**src/rtl/mage_div_arbiter.sv**
```systemverilog
// Round-robin arbiter sharing one multi-cycle divider between NUM_REQ PEs.
// One operation in flight at a time; the result goes back over a valid/ready handshake.
//
// state    | meaning
// ---------+---------------------------------------------------------
// IDLE     | arbitrate; accept the winning request combinationally
// ISSUE    | present captured operands to the divider until accepted
// WAIT     | wait for the divider's done pulse, capture the result
// RESP     | present the result to the granted requester until taken
module mage_div_arbiter #(
  parameter int NUM_REQ = 4,
  parameter int DATA_W  = 32,
  parameter int ID_W    = $clog2(NUM_REQ)
) (
  input  logic                             clk_i,
  input  logic                             rst_i,
  input  logic [NUM_REQ-1:0]               req_valid_i,
  output logic [NUM_REQ-1:0]               req_ready_o,
  input  logic [NUM_REQ-1:0][DATA_W-1:0]   req_op_a_i,
  input  logic [NUM_REQ-1:0][DATA_W-1:0]   req_op_b_i,
  input  logic [NUM_REQ-1:0]               req_signed_i,
  output logic [NUM_REQ-1:0]               rsp_valid_o,
  input  logic [NUM_REQ-1:0]               rsp_ready_i,
  output logic [DATA_W-1:0]                rsp_quot_o,
  output logic [DATA_W-1:0]                rsp_rem_o,
  output logic                             div_valid_o,
  input  logic                             div_ready_i,
  output logic [DATA_W-1:0]                div_op_a_o,
  output logic [DATA_W-1:0]                div_op_b_o,
  output logic                             div_signed_o,
  input  logic                             div_done_i,
  input  logic [DATA_W-1:0]                div_quot_i,
  input  logic [DATA_W-1:0]                div_rem_i,
  output logic                             busy_o,
  output logic [ID_W-1:0]                  grant_id_o
);

  localparam logic [1:0] ST_IDLE  = 2'd0;
  localparam logic [1:0] ST_ISSUE = 2'd1;
  localparam logic [1:0] ST_WAIT  = 2'd2;
  localparam logic [1:0] ST_RESP  = 2'd3;

  logic [1:0]      state;
  logic [ID_W-1:0] last_grant;
  logic [ID_W-1:0] grant;
  logic [ID_W-1:0] hi_idx;
  logic [ID_W-1:0] lo_idx;
  logic            hi_any;
  logic            lo_any;

  // Downward scan leaves the lowest set index; hi_* only sees bits above last_grant.
  always_comb begin
    hi_any = 1'b0;
    hi_idx = '0;
    lo_any = 1'b0;
    lo_idx = '0;
    for (int i = NUM_REQ - 1; i >= 0; i--) begin
      if (req_valid_i[i]) begin
        lo_any = 1'b1;
        lo_idx = ID_W'(i);
        if (ID_W'(i) > last_grant) begin
          hi_any = 1'b1;
          hi_idx = ID_W'(i);
        end
      end
    end
    grant = hi_any ? hi_idx : lo_idx;
  end

  assign req_ready_o = (state == ST_IDLE && lo_any) ? (NUM_REQ'(1) << grant) : '0;
  assign rsp_valid_o = (state == ST_RESP) ? (NUM_REQ'(1) << grant_id_o) : '0;
  assign div_valid_o = (state == ST_ISSUE);
  assign busy_o      = (state != ST_IDLE);

  always_ff @(posedge clk_i) begin
    if (rst_i) begin
      state        <= ST_IDLE;
      last_grant   <= ID_W'(NUM_REQ - 1);
      grant_id_o   <= '0;
      div_op_a_o   <= '0;
      div_op_b_o   <= '0;
      div_signed_o <= 1'b0;
      rsp_quot_o   <= '0;
      rsp_rem_o    <= '0;
    end else begin
      case (state)
        ST_IDLE: begin
          if (lo_any) begin
            grant_id_o   <= grant;
            div_op_a_o   <= req_op_a_i[grant];
            div_op_b_o   <= req_op_b_i[grant];
            div_signed_o <= req_signed_i[grant];
            state        <= ST_ISSUE;
          end
        end
        ST_ISSUE: begin
          if (div_ready_i) state <= ST_WAIT;
        end
        ST_WAIT: begin
          if (div_done_i) begin
            rsp_quot_o <= div_quot_i;
            rsp_rem_o  <= div_rem_i;
            state      <= ST_RESP;
          end
        end
        ST_RESP: begin
          if (rsp_ready_i[grant_id_o]) begin
            last_grant <= grant_id_o;
            state      <= ST_IDLE;
          end
        end
        default: state <= ST_IDLE;
      endcase
    end
  end

endmodule

```
**config.mk**
```make
export PLATFORM = sky130hd
export DESIGN_NAME = mage_div_arbiter
export DESIGN_NICKNAME = d
export VERILOG_FILES = /design/src/rtl/mage_div_arbiter.sv
export SDC_FILE = /design/constraint.sdc
export NUM_CORES = 1
export LEC_CHECK = 0
export ABC_CLOCK_PERIOD_IN_PS = 2400
export BUFFER_PORTS_ARGS = -buffer_cell sky130_fd_sc_hd__buf_2
export CAP_MARGIN = 20
export CELL_PAD_IN_SITES_DETAIL_PLACEMENT = 1
export CELL_PAD_IN_SITES_GLOBAL_PLACEMENT = 2
export CORE_MARGIN = 3
export CORE_UTILIZATION = 22
export CTS_CLUSTER_DIAMETER = 150
export DETAILED_ROUTE_END_ITERATION = 6
export GPL_TIMING_DRIVEN = 0
export PLACE_DENSITY_LB_ADDON = 0.08
export SLEW_MARGIN = 20
export SYNTH_ARGS = -nofsm -noshare
export SYNTH_HDL_FRONTEND = slang
export SYNTH_SLANG_ARGS = --single-unit
```
**constraint.sdc**
```tcl
create_clock -name clk_i -period 2.4 [get_ports clk_i]
set_clock_uncertainty 0.1 [all_clocks]
set_input_delay 0.24 -clock clk_i [delete_from_list [all_inputs] [get_ports clk_i]]
set_output_delay 0.24 -clock clk_i [all_outputs]
set_load 0.005 [all_outputs]
```
Yosys cells after proc, flatten, opt, wreduce, memory -nomap -nowiden
Index checks and enable logic that the tools add are counted.

word-level totals
  flip-flop bits (word level) = 135
  output and inout bits = 141
  logic and storage cells = 70

cells by class
  equality and inequality tests = 7
  muxes and demuxes = 40
  shift operators = 2
  $lt $le $gt $ge = 6
  reductions and logical operators = 7

operators with widths
  kind                   count
  $bmux W32 S2           2
  $mux W32               2
  $mux W2                17
  $mux W1                14
  $mux W4                2
  $pmux W2 S4            1
  $shl A1 B2 Y4 const A  2
  $lt A2 B3 Y1 const B   2
  $reduce_and A2 Y1      3
  $bmux W1 S2            2
  $eq A2 B2 Y1 const B   2
  $gt A1 B2 Y1 const A   2
  $gt A2 B2 Y1 const A   2
  $ne A2 B1 Y1 const B   2
  $ne A2 B2 Y1 const B   2
  $reduce_and A4 Y1      1
  $eq A2 B1 Y1 const B   1
  $logic_not A2 Y1       1
  $reduce_bool A2 Y1     1
  $logic_and A1 B1 Y1    1

Depth between registers and ports, before layout
Gate-level depths: netlist of run 1.

  word-level depth = 12
  gate-level depth with buffers = 9

Worst setup path before layout of run 1
No wires, ideal clock.

  path type = register to register
  start = register state[0]
  end = register div_op_b_o[10]
  setup time = 0.089 ns
  period minus slack after synthesis = 1.912 ns
  path slack = 0.488 ns
  cell stages (with the launch flop) = 9
  path buffers = 2
  arrival time = 1.723 ns
  cells stage by stage = dfxtp_1 inv_1 ha_1 inv_1 nor2_1 clkbuf_1 clkbuf_1 nor2_1 a311oi_2

on the way
  word-level cells in the longest chain between the ends = 2

ends and longest elaborated chain
  item                         line  text
  start, declared              43    logic [1:0] state;
  start signal, assigned       77    state <= ST_IDLE;
  start signal, assigned       93    state <= ST_ISSUE;
  start signal, assigned       97    if (div_ready_i) state <= ST_WAIT;
  $logic_not A2 Y1             86    case (state)
  $reduce_and A2 Y1 (no line)  n/a
  end signal, assigned         91    div_op_b_o <= req_op_b_i[grant];
  end, declared                29    output logic [DATA_W-1:0] div_op_b_o,

Every way passes these cells.
A chain may end at the register's enable or synchronous reset.

Worst setup path in the final report of run 1
  start = register last_grant[0]
  end = output req_ready_o[2]

on the way
  word-level cells in the longest chain between the ends = 12
  elaborated cells between the ends (all ways) = 23

ends and longest elaborated chain
  item                                       line  text
  start, declared                            44    logic [ID_W-1:0] last_grant;
  start signal, assigned                     78    last_grant <= ID_W'(NUM_REQ - 1);
  start signal, assigned                     108   last_grant <= grant_id_o;
  $gt A2 B2 Y1                               61    if (ID_W'(i) > last_grant) begin
  $mux W2 / $mux W1 (equally long branches)  61
  $mux W2 / $mux W1 (equally long branches)  58    if (req_valid_i[i]) begin
  $mux W2 / $mux W1 (equally long branches)  61
  $mux W2 / $mux W1 (equally long branches)  58
  $mux W2 / $mux W1 (equally long branches)  61
  $mux W2 / $mux W1 (equally long branches)  58
  $mux W2 / $mux W1 (equally long branches)  61
  $mux W2 / $mux W1 (equally long branches)  58
  $mux W2 (*)                                67    grant = hi_any ? hi_idx : lo_idx;
  $shl A1 B2 Y4 (*)                          70    assign req_ready_o = (state == ST_IDLE && lo_any) ? (NUM_REQ'(1) << grant) : '0;
  $mux W4 (*)                                70
  end, declared                              18    output logic [NUM_REQ-1:0] req_ready_o,

Mark *: on every way between the ends. The rest lies on a longest branch, timed or not.

==> results.toml, run 1 <==
[outcome]
outcome = "finished, final reports clean"

[global_routing]
globalRouteMet2Util = 0.396
use_met3 = 0.0577
globalRouteMet1Util = 0.261
gr-total-overflow = 0
antenna_found_initial = 16
grt_most_used_layer = "met2"
grt_usage = 0.223
grt_pass1_vias = 10383
grt_pass1_wl_mm = 61.5
grt_max_degree = 20

[timing]
fmax_mhz = 432
final.setup.tns_ps = 0
whs_ps = 16.1
hold_viol = 0
setup_viol = 0
period_share = 0.964
period_needed_ps = 2310
slew_headroom = 0.426
worst_pin_slew_ps = 861
drv_slew = 0

[worst_setup_path]
worst_setup_path_start_kind = "flip-flop"
crit_arrival_ps = 1970
end_kind = "primary output"
crit_required_ps = 2060
worstSetupPathType = "reg -> out"
worst-path-max-fanout = 10

[clocking]
root_buffer = "clkbuf_16"
cts_tree = "built"
cts_sinks = 135
numCtsBuffers = 17
clockBufferDepth = 2
htreeDepth = 4
path_clk_slew_ps = 70
clk_latency_ps = 420

[detailed_routing]
post_drt_wl_per_cell_um = 20.2
routed_wl_mm = 41.4
drt_iter0_markers = 276
viasPerCell = 4.72
drc_errors = 0
via_count = 9699
first_pass_iters = 4
drtAntennaViolNets = 0

[floorplan]
dieArea_um2 = 35600
start_util = 0.225
fp.dieW_um = 189
rows = 66
pin_count = 477
core_um2 = 32700
die_h_um = 189

[logic_synthesis]
ys_warn_count = 0
synth-seq-cells = 135
synth_top_area_share = 0.368
yosysUniqueCellTypes = 37
synth.avg_cell_area_um2 = 7.78
synth_area_leaders = "dfxtp_1, a311oi_2, nor2_1"
yosysTopAreaCell = "dfxtp_1"
syn_area_um2 = 7340
netlist_instances = 944
ys_seq_area_frac = 0.368
synth_nets = 1285

[min_path]
holdCritPathClass = "in -> reg"

[placed_design]
postPlaceCellArea_um2 = 10300
port_buffers = 475
globalplace.congestion = 0.855
dp_hpwl_mm = 31.8

[finish]
final_area_um2 = 12500
areaGrowthSynthToFinish_pct = 70.8
nets = 1933
drive_gt1_frac = 0.384

[power_and_ir_drop]
p_total_mw = 12.0
p_per_area_nw_per_um2 = 958
ir_worst_vdd_v = 0.000495
power.static_leakage_nw = 5.62

[flow_run]
maxCapViolations = 0
## cell families (layout without fill, tap and decap cells)
logic type / count (synthesis) / after routing / share of synthesized area
AO/OA/AOI/OAI: 212 / 212 / 0.276
adder cells (fa/ha/maj): 5 / 5 / 0.00852
buffers and inverters: 107 / 768 / 0.0663
flip-flops: 135 / 135 / 0.368
multiplexers: 2 / 2 / 0.00443
other: 0 / 9 / 0
AND/OR/NAND/NOR: 483 / 483 / 0.276
## placed cells by master (no fill, tap or decap), types with 56 or more instances in the layout
master         count
nand2_1          132
nand3_1          130
a221o_1           65
clkbuf_1          59
buf_2            492
nor2_1           200
a21oi_1           67
dlygate4sd3_1    152
dfxtp_1          133
a311oi_2          56
## sequential cells by signal, summed over array words and instances, names as in the netlist
register and count:
last_grant 2, rsp_rem_o 32, div_op_a_o 32, grant_id_o 2, state 2, rsp_quot_o 32
div_op_b_o 32, div_signed_o 1
## through the flow
stage | setup WS, ps | util | instances
floorplan | 488 | - | 944
global placement | -484 | 0.314 | 1861
detailed placement | -537 | 0.314 | 1861
CTS | -38.7 | 0.382 | 2046
global route | -2.69 | 0.384 | 2055
finish | 85.9 | 0.384 | 2056
## cell usage after synthesis
cell type,count
a211o_1,2
a211oi_1,2
a21o_1,2
a21oi_1,67
a221o_1,65
a222oi_1,1
a311oi_1,9
a311oi_2,56
and2_1,4
and2b_4,1
and3_1,3
buf_1,3
buf_2,20
buf_4,7
buf_6,3
buf_8,1
clkbuf_1,65
dfxtp_1,135
ha_1,5
inv_1,8
mux2i_1,1
mux4_2,1
nand2_1,132
nand2b_1,3
nand3_1,130
nor2_1,202
nor2b_1,1
nor3_1,4
nor3b_1,1
nor4_2,1
o21ai_0,2
o21ai_1,2
o221ai_2,1
o22ai_1,1
o311a_1,1
o311ai_2,1
or2_2,1
## power by group
group / internal [mW] / switching (mW) / total [mW]
clock: 1.57 / 1.16 / 2.73
sequential: 2.80 / 0.339 / 3.14
combinational: 2.58 / 3.57 / 6.15
## worst max-delay path, stage by stage (launching register included)
cell and delay, ps:
dfxtp_4 370, and2b_4 200, o221ai_4 290, buf_8 190
clkbuf_16 160, nor2_2 40, and2_1 150, buf_2 140
## path summary, 6_finish.rpt
kind                  start             end  slack (ps)  cells past startpoint
max           last_grant[0]  req_ready_o[2]          90                      7
min          req_op_b_i[57]  div_op_b_o[25]          20                      3
max reg2reg   last_grant[0]   div_op_a_o[5]         140                      6
min reg2reg    rsp_rem_o[2]    rsp_rem_o[2]         350                      2
## timing repair
action | 4_1_cts | 5_1_grt
pin swaps | 2 | 2
hold buffers | 152 | 0
endpoints found under the hold margin | 121 | 0
buffers inserted | 3 | 3
endpoints found under the setup margin | 70 | 28
resized for setup | 27 | 11
## layer usage
layer | vias to the layer above | wire length [µm]
li1 | 4696 | -
met1 | 4589 | 17300
met2 | 336 | 20400
met3 | 64 | 2570
met4 | 14 | 1130
met5 | - | 80
## layout make-up
| type | instances | area (µm²) |
|---|---|---|
| tap | 442 | 553 |
| sequential | 135 | 2710 |
| multi-input combinational | 702 | 4200 |
| clock buffer | 19 | 443 |
| buffer | 95 | 499 |
| antenna | 9 | 22.5 |
| timing repair buffer | 633 | 3940 |
| inverter | 8 | 30.0 |
| clock inverter | 13 | 145 |
| fill | 4137 | 20200 |
No activity file was read; power rests on OpenSTA's default activity.
==> run 2: changes to the inputs <==
--- a/config.mk
+++ b/config.mk
@@ -12,6 +12,7 @@
 export CELL_PAD_IN_SITES_GLOBAL_PLACEMENT = 2
 export CORE_MARGIN = 3
 export CORE_UTILIZATION = 22
+export CTS_BUF_LIST = sky130_fd_sc_hd__clkbuf_16
 export CTS_CLUSTER_DIAMETER = 150
 export DETAILED_ROUTE_END_ITERATION = 6
 export GPL_TIMING_DRIVEN = 0
==> run 2 against run 1 <==
Against the previous run: sequential power barely moved; register-to-register slack barely moved; clock-buffer cell count fell by 2; flip-flop and latch count did not move; routed wire length barely moved; power fell by 0.37%; core utilization barely moved; critical path type unchanged; largest power group unchanged.
==> results.toml, run 2 (synthesis gave the netlist of run 1 again) <==
[power_and_ir_drop]
power_switching_mw = 5.06
switching_share = 0.423
pwr-share-comb = 0.514
pwr-share-seq = 0.262
p_int_mw = 6.91
ir_worst_vdd_v = 0.000494
p_per_area_nw_per_um2 = 955
clock_power_share = 0.225
power.static_leakage_nw = 5.61

[worst_setup_path]
worst-path-max-fanout = 10
worst_setup_path_start_kind = "flip-flop"
reg2reg_from = "last_grant[0]"
end_kind = "primary output"
startpoint = "last_grant[0]"
worstSetupEndpoint = "req_ready_o[2]"
rrSetupSlack_ps = 150
worstSetupPathType = "reg -> out"
r2r-end = "div_op_a_o[11]"
crit_arrival_ps = 1970
worst-r2r-cell-count = 6
crit_required_ps = 2060

[finish]
areaGrowthSynthToFinish_pct = 70.7
layout_common_cells = "buf_2, nor2_1, dlygate4sd3_1, dfxtp_1, nand2_1"
nets = 1933
final_area_um2 = 12500
layout_commonest_cell = "buf_2"
drive_gt1_frac = 0.384

[detailed_routing]
viasPerCell = 4.72
via_count = 9700
first_pass_iters = 5
post_drt_wl_per_cell_um = 20.2
drt_iter0_markers = 278
drc_errors = 0
routed_wl_mm = 41.4
drtAntennaViolNets = 0

[global_routing]
grt_usage = 0.223
grt_most_used_layer = "met2"
gr-total-overflow = 0
grt_pass1_wl_mm = 61.5
globalRouteMet1Util = 0.261
globalRouteMet2Util = 0.396
grt_max_degree = 20
antenna_found_initial = 16
grt_pass1_vias = 10383
use_met3 = 0.0577

[placed_design]
postPlaceCellArea_um2 = 10300
dp_hpwl_mm = 31.8
port_buffers = 475
pre_cts_slack_ps = -537
globalplace.congestion = 0.855

[clocking]
clockBufferDepth = 2
htreeDepth = 4
cts_sinks = 135
root_buffer = "clkbuf_16"
numCtsBuffers = 17
path_clk_slew_ps = 70
cts_tree = "built"
clk_latency_ps = 420

[outcome]
outcome = "finished, final reports clean"

[flow_run]
maxCapViolations = 0

[floorplan]
rows = 66
dieArea_um2 = 35600
pin_count = 477
die_h_um = 189
fp.dieW_um = 189
core_um2 = 32700
start_util = 0.225

[timing]
fmax_mhz = 433
period_needed_ps = 2310
hold_viol = 0
worst_pin_slew_ps = 859
drv_slew = 0
fin_ws_ps = 88.7
slew_headroom = 0.427
period_share = 0.963
setup_viol = 0

[min_path]
holdCritPathClass = "in -> reg"
-- run 2: how the worst min path moves through the flow --
stage / from / to / slack [ps] / depth (start not counted)
5_1_grt: req_op_a_i[29] / div_op_a_o[29] / 4 / 3
6_report: req_op_b_i[57] / div_op_b_o[25] / 20 / 3
3_3_place_gp: rsp_quot_o[5] / rsp_quot_o[5] / 340 / 2
2_1_floorplan: div_quot_i[0] / rsp_quot_o[0] / 280 / 2
3_5_place_dp: rsp_rem_o[2] / rsp_rem_o[2] / 340 / 2
4_1_cts: req_op_b_i[57] / div_op_b_o[25] / 0.009 / 3
-- run 2: cell type report --
| class | count | area [µm²] |
|---|---|---|
| Sequential cell | 135 | 2710 |
| Timing Repair Buffer | 633 | 3940 |
| Antenna cell | 9 | 22.5 |
| Buffer | 95 | 499 |
| Clock inverter | 15 | 153 |
| Fill cell | 4138 | 20200 |
| Clock buffer | 17 | 425 |
| Tap cell | 442 | 553 |
| Inverter | 8 | 30.0 |
| Multi-Input combinational cell | 702 | 4200 |
-- run 2: power by group through the flow --
| stage | combinational [mW] | clock (mW) | sequential (mW) |
|---|---|---|---|
| 2_1_floorplan | 3.57 | 0 | 3.17 |
| 3_3_place_gp | 5.87 | 0 | 3.16 |
| 3_5_place_dp | 5.87 | 0 | 3.18 |
| 4_1_cts | 6.19 | 2.78 | 3.14 |
| 5_1_grt | 6.76 | 2.87 | 3.22 |
| 6_report | 6.15 | 2.69 | 3.14 |
-- run 2: critical path, stage by stage, from the launching register on --
cell	delay [ps]
dfxtp_4	370
and2b_4	200
o221ai_4	290
buf_8	190
clkbuf_16	160
nor2_2	40
and2_1	150
buf_2	140
-- run 2: metrics by stage --
step | total power [mW] | hold WS, ps | util | setup TNS, ps | cells
finish | 12.0 | 16.7 | 0.383 | 0 | 2056
global route | 12.8 | 4.29 | 0.383 | -2.69 | 2055
CTS | 12.1 | 0.00872 | 0.382 | -38.7 | 2046
detailed placement | 9.04 | 345 | 0.314 | -20950 | 1861
global placement | 9.03 | 339 | 0.314 | -17540 | 1861
floorplan | 6.73 | 276 | - | 0 | 944
-- run 2: routing by layer --
layer | wire [µm] | vias to the layer above
li1 | - | 4696
met1 | 17200 | 4587
met2 | 20500 | 339
met3 | 2600 | 64
met4 | 1120 | 14
met5 | 80 | -
-- run 2: timing repair --
action	CTS	global route
endpoints found under the hold margin	121	0
setup endpoints to repair	70	28
resized for setup	27	11
hold buffers	152	0
pin swaps	2	2
buffers inserted	3	3
